## config.mk

```make
export PLATFORM = sky130hd
export DESIGN_NAME = wide_add_sequencer
export DESIGN_NICKNAME = d
export VERILOG_FILES = /design/src/rtl/wide_add_pkg.sv /design/src/rtl/CarrySelectAdder.sv /design/src/rtl/wide_add_sequencer.sv
export SDC_FILE = /design/constraint.sdc
export NUM_CORES = 1
export LEC_CHECK = 0
export BUFFER_PORTS_ARGS = -buffer_cell sky130_fd_sc_hd__buf_2
export CAP_MARGIN = 15
export CELL_PAD_IN_SITES_DETAIL_PLACEMENT = 1
export CELL_PAD_IN_SITES_GLOBAL_PLACEMENT = 1
export CORE_MARGIN = 2
export CORE_UTILIZATION = 30
export CTS_CLUSTER_DIAMETER = 50
export DETAILED_ROUTE_END_ITERATION = 12
export PLACE_DENSITY = 0.57
export SLEW_MARGIN = 20
export SYNTH_ARGS = -nofsm -noshare
export SYNTH_HDL_FRONTEND = slang
export SYNTH_SLANG_ARGS = --single-unit
```

## constraint.sdc

```tcl
create_clock -name clk -period 7.6 [get_ports clk]
set_clock_uncertainty 0.2 [all_clocks]
set_input_delay 1.52 -clock clk [delete_from_list [all_inputs] [get_ports clk]]
set_output_delay 1.52 -clock clk [all_outputs]
set_load 0.01 [all_outputs]
```

## src/rtl/wide_add_pkg.sv

```systemverilog
// Shared constants, state encoding and sizing helper for the wide-operand
// add/subtract sequencer.
package wide_add_pkg;

  localparam int SLICE_W = 16;

  typedef enum logic [1:0] {
    IDLE = 2'd0,
    RUN  = 2'd1,
    DONE = 2'd2
  } state_t;

  // A single-slice build still needs a 1-bit index register.
  function automatic int slice_idx_w(input int n);
    return (n > 1) ? $clog2(n) : 1;
  endfunction

endpackage

```

## src/rtl/CarrySelectAdder.sv

```systemverilog
// 16-bit carry-select adder: the low byte ripples and the high byte is
// precomputed for both carry-ins, then picked by the low byte's carry-out.
module CarrySelectAdder (
  input  logic [15:0] a,
  input  logic [15:0] b,
  input  logic        cin,
  output logic [15:0] sum,
  output logic        cout
);

  logic [8:0] lo;
  logic [8:0] hi0;
  logic [8:0] hi1;

  assign lo  = {1'b0, a[7:0]} + {1'b0, b[7:0]} + {8'd0, cin};
  assign hi0 = {1'b0, a[15:8]} + {1'b0, b[15:8]};
  assign hi1 = {1'b0, a[15:8]} + {1'b0, b[15:8]} + 9'd1;

  assign sum  = {(lo[8] ? hi1[7:0] : hi0[7:0]), lo[7:0]};
  assign cout = lo[8] ? hi1[8] : hi0[8];

endmodule

```

## src/rtl/wide_add_sequencer.sv

```systemverilog
// Multi-cycle WIDTH-bit adder/subtractor that walks the operands through one
// 16-bit CarrySelectAdder, LSB slice first, with a registered carry chain.
module wide_add_sequencer
  import wide_add_pkg::*;
#(
  parameter int WIDTH = 64
) (
  input  logic             clk,
  input  logic             rst,
  input  logic             in_valid,
  output logic             in_ready,
  input  logic [WIDTH-1:0] a,
  input  logic [WIDTH-1:0] b,
  input  logic             cin,
  input  logic             sub,
  output logic             out_valid,
  input  logic             out_ready,
  output logic [WIDTH-1:0] sum,
  output logic             cout,
  output logic             overflow
);

  localparam int NSLICE = WIDTH / SLICE_W;
  localparam int IDX_W  = slice_idx_w(NSLICE);

  state_t             state;
  state_t             next_state;
  logic [IDX_W-1:0]   idx;
  logic               carry;
  logic [WIDTH-1:0]   op_a;
  logic [WIDTH-1:0]   op_b;
  logic [SLICE_W-1:0] slice_sum;
  logic               slice_cout;
  logic               last;

  assign last = (idx == IDX_W'(NSLICE - 1));

  CarrySelectAdder u_csa (
    .a    (op_a[SLICE_W*idx +: SLICE_W]),
    .b    (op_b[SLICE_W*idx +: SLICE_W]),
    .cin  (carry),
    .sum  (slice_sum),
    .cout (slice_cout)
  );

  always_ff @(posedge clk or posedge rst) begin
    if (rst) state <= IDLE;
    else     state <= next_state;
  end

  always_comb begin
    next_state = state;
    in_ready   = 1'b0;
    out_valid  = 1'b0;
    case (state)
      IDLE: begin
        in_ready = 1'b1;
        if (in_valid) next_state = RUN;
      end
      RUN: begin
        if (last) next_state = DONE;
      end
      DONE: begin
        out_valid = 1'b1;
        if (out_ready) next_state = IDLE;
      end
      default: next_state = IDLE;
    endcase
  end

  // Subtraction is a + ~b + 1, so B is inverted once at acceptance and the
  // carry chain is seeded with 1; overflow therefore uses the inverted B's MSB.
  always_ff @(posedge clk or posedge rst) begin
    if (rst) begin
      idx      <= '0;
      carry    <= 1'b0;
      op_a     <= '0;
      op_b     <= '0;
      sum      <= '0;
      cout     <= 1'b0;
      overflow <= 1'b0;
    end else begin
      case (state)
        IDLE: begin
          if (in_valid) begin
            op_a  <= a;
            op_b  <= sub ? ~b : b;
            carry <= sub ? 1'b1 : cin;
            idx   <= '0;
          end
        end
        RUN: begin
          sum[SLICE_W*idx +: SLICE_W] <= slice_sum;
          carry <= slice_cout;
          idx   <= last ? '0 : idx + 1'b1;
          if (last) begin
            cout     <= slice_cout;
            overflow <= (op_a[WIDTH-1] == op_b[WIDTH-1]) &&
                        (slice_sum[SLICE_W-1] != op_a[WIDTH-1]);
          end
        end
        default: ;
      endcase
    end
  end

endmodule

```

==> flow_summary_export.csv <==
group,metric,value,unit
outcome,status,"finished clean",
power,design_power_total,0.005471,W
clocking,clock_sink_count,199,
route,detail-route-antenna-nets,0,
synth,synth_mux_area_share,7.760,%
critical_path,crit_end,"sum[47]$_DFFE_PP0P_",
clocking,cts_resized,0,
route,drt-wirelength-per-cell,18.25,um
timing,fin_crit_sh,60.30,%
route,drt_first_iter_violations,392,
power,ir_drop,0.2116,mV
route,detail_route.first_pass.iterations,4,
clocking,cts_hold_repair.buffers,0,
timing,grt_setup_unrepaired,"no",
floorplanning,floorplan.die.width,181.2,um
synth,compound_gate_fraction_of_synth_area,10.54,%
finish,final_nets,1263,
global_route,globalRouteTotalUtil,17.37,%
place,gp_congestion,0.7579,
clocking,cts_made_buffers,17,
timing,tightest_slew,1.030,ns
clocking,clkTransAtPathRegs,0.07,ns
clocking,root_buffer,"sky130_fd_sc_hd__clkbuf_16",
synth,synth_top_family_by_area,"simple AND/OR/NAND/NOR gates",
synth,post_synthesis_net_count,1087,
synth,postSynth.topFlopCell,"sky130_fd_sc_hd__dfrtp_1",
run,max_cap_violations,0,
synth,synthesis.yosys.warnings,0,
worst_hold_path,hold_path_class,"reg2reg",
synth,synth_edf_count,0,
critical_path,timing.reg2reg.setup_slack,3.02,ns
finish,syn2layout_area_growth,21.10,%
route,routed_wirelength,27630,um
synth,post_synthesis_cell_area,9417,um2
synth,post_synth_fa_ha_maj_area_fraction,3.561,%
synth,synth_xor_xnor_area_share,7.441,%
global_route,grt-ovfl-total,0,
critical_path,worstSetupPathType,"reg2reg",
critical_path,timing.critical_path.from,"idx[0]$_DFFE_PP0P_",
critical_path,timing.rr.end,"sum[47]$_DFFE_PP0P_",
finish,drive_gt1_share,24.80,%
place,place_hpwl,20300,um
finish,layout.cells.most_common_list,"sky130_fd_sc_hd__nand2_1 (312), sky130_fd_sc_hd__buf_2 (200), sky130_fd_sc_hd__dfrtp_1 (197)",
global_route,grt_pass1_wl,44080,um
floorplanning,rows,64,
critical_path,cp.required,7.69,ns
timing,setup_viol,0,
critical_path,crit-reg2reg-launch,"idx[0]$_DFFE_PP0P_",
timing,slew_violations,0,
critical_path,crit_path_start_kind,"flip-flop",
global_route,grt_antenna_before_repair,1,
floorplanning,die-area,32820,um2
clocking,post-cts-setup-buffers,0,
synth,synth-simple-area-share,15.43,%
route,detailroute.via_count,7178,
finish,nFillCells,3580,
clocking,worstSkewPairLatency,0.44,ns
floorplanning,core-area,30750,um2
critical_path,path_max_fanout,22,
critical_path,crit_arrival,4.67,ns
critical_path,cp-end-kind,"flip-flop",
timing,slew_headroom,31.33,%
finish,layout.core_utilization,37.09,%
clocking,cts_tree,"built",
synth,synth-seq-cells,199,
synth,synth_seq_area_share,52.88,%
timing,minimum_clock_period_after_layout,4.583,ns
synth,synthCells,928,
place,placed_area,10800,um2
clocking,cts.path.max_buffers,2,
place,preCtsSetupSlack,2.953,ns
finish,mostFrequentLayoutCell,"sky130_fd_sc_hd__nand2_1",
timing,setup-tns-final,0,ns
global_route,via_count_of_the_first_global_routing_pass,7615,
finish,final_cell_area,11400,um2
timing,clock.fmax,218.2,MHz
floorplanning,top_level_ports,202,
timing,final_worst_setup_slack,3.017,ns
global_route,grt_max_degree,127,
synth,synthesis.area_per_instance,10.15,um2
power,cellPowerDensity,479.7,nW/um2
floorplanning,initial_core_util,30.62,%
synth,netlist-cell-type-count,44,
synth,postSynth.asyncResetShare,100.0,%
floorplanning,die_height,181.2,um
clocking,maximum_level_of_the_cts_h_tree,4,
power,cellLeakagePower,5.591,nW
route,post_drt_via_cell_ratio,4.741,
timing,final-hold-violation-count,0,
critical_path,reg2regPathDepth,12,
place,place.port_buffers,201,
route,post-route-drc-count,0,
==> worst min path at each step <==
stage	startpoint	slack (ns)	end	cells past startpoint
after floorplan	op_a[32]$_DFFE_PP0P_	0.24	op_a[32]$_DFFE_PP0P_	2
after global placement	op_a[41]$_DFFE_PP0P_	0.25	op_a[41]$_DFFE_PP0P_	2
after detailed placement	op_a[14]$_DFFE_PP0P_	0.26	op_a[14]$_DFFE_PP0P_	2
after CTS	op_a[16]$_DFFE_PP0P_	0.28	op_a[16]$_DFFE_PP0P_	2
after global routing	op_a[61]$_DFFE_PP0P_	0.30	op_a[61]$_DFFE_PP0P_	2
final	op_a[7]$_DFFE_PP0P_	0.27	op_a[7]$_DFFE_PP0P_	2
==> worst max-delay path, stage by stage, from the launching register on <==
cell	delay, ns
sky130_fd_sc_hd__dfrtp_2	0.73
sky130_fd_sc_hd__buf_4	0.50
sky130_fd_sc_hd__mux4_2	0.60
sky130_fd_sc_hd__fa_1	0.42
sky130_fd_sc_hd__inv_1	0.08
sky130_fd_sc_hd__fa_1	0.19
sky130_fd_sc_hd__nor2b_1	0.07
sky130_fd_sc_hd__o31a_1	0.27
sky130_fd_sc_hd__o31ai_1	0.56
sky130_fd_sc_hd__nand4b_1	0.24
sky130_fd_sc_hd__nor3_1	0.10
sky130_fd_sc_hd__xnor2_1	0.31
sky130_fd_sc_hd__o21ai_0	0.16
==> cell families (layout without fill, tap and decap cells) <==
family / after synthesis / after routing
buffers and inverters: 60 / 249
AOI/OAI and AO/OA: 168 / 168
muxes: 33 / 33
other: 0 / 1
adders and majority gates: 25 / 25
and+or+nand+nor: 363 / 363
DFF: 199 / 199
xor gates and xnor gates: 80 / 80
==> flip-flops by register name, summed over array words and instances (netlist names) <==
name      flops
carry         1
sum          64
op_a         64
state         2
idx           2
cout          1
op_b         64
overflow      1
==> stage by stage <==
stage	std cells	hold WS (ns)
detailed placement	1481	0.2612
global route	1513	0.3039
finish	1514	0.2745
global placement	1481	0.2519
floorplan	928	0.2403
CTS	1513	0.2790
==> final cells by class <==
type / instances / area (um2) / area share [%]
clock inverters: 11 / 140.1 / 1.229
clock buffers: 21 / 460.4 / 4.038
inverters: 10 / 45.04 / 0.3950
repair buffers: 207 / 1057 / 9.271
well taps: 396 / 495.5 / 4.345
diodes: 1 / 2.502 / 0.02194
multi-input cells: 669 / 4220 / 37.01
flip-flops and latches: 199 / 4982 / 43.69
==> Yosys cell counts, drive strengths merged (2+ instances only) <==
cell	count	area, um2
a22o	24	210.2
and3	3	18.77
mux4	32	720.7
nand3	4	20.02
nand4	4	25.02
dfrtp	199	4980
xnor2	73	639.4
buf	10	37.54
clkbuf	40	150.1
fa	3	60.06
or3	2	12.51
xor2	7	61.31
a21oi	9	45.04
nor3	4	20.02
nand2	313	1175
inv	10	37.54
o21bai	3	22.52
nor2b	3	18.77
nor2	17	71.32
o211ai	2	20.02
a21o	3	22.52
nor4	3	18.77
o31ai	3	22.52
o21a	2	15.01
o21ai	115	575.6
ha	22	275.3
nand2b	4	25.02
==> where the power goes <==
part	internal [W]	switching [W]
sequential	0.00147	0.000298
clock	0.000511	0.000427
combinational	0.00107	0.00169
total	0.00306	0.00242
==> routing by layer <==
layer	track usage (%)	vias up	wire length, um
li1	-	3476	-
met1	24.40	3532	13500
met2	27.94	158	12900
met3	3.003	12	928
met4	4.260	0	299
met5	0	-	0
(Power assumes the default switching activity.)
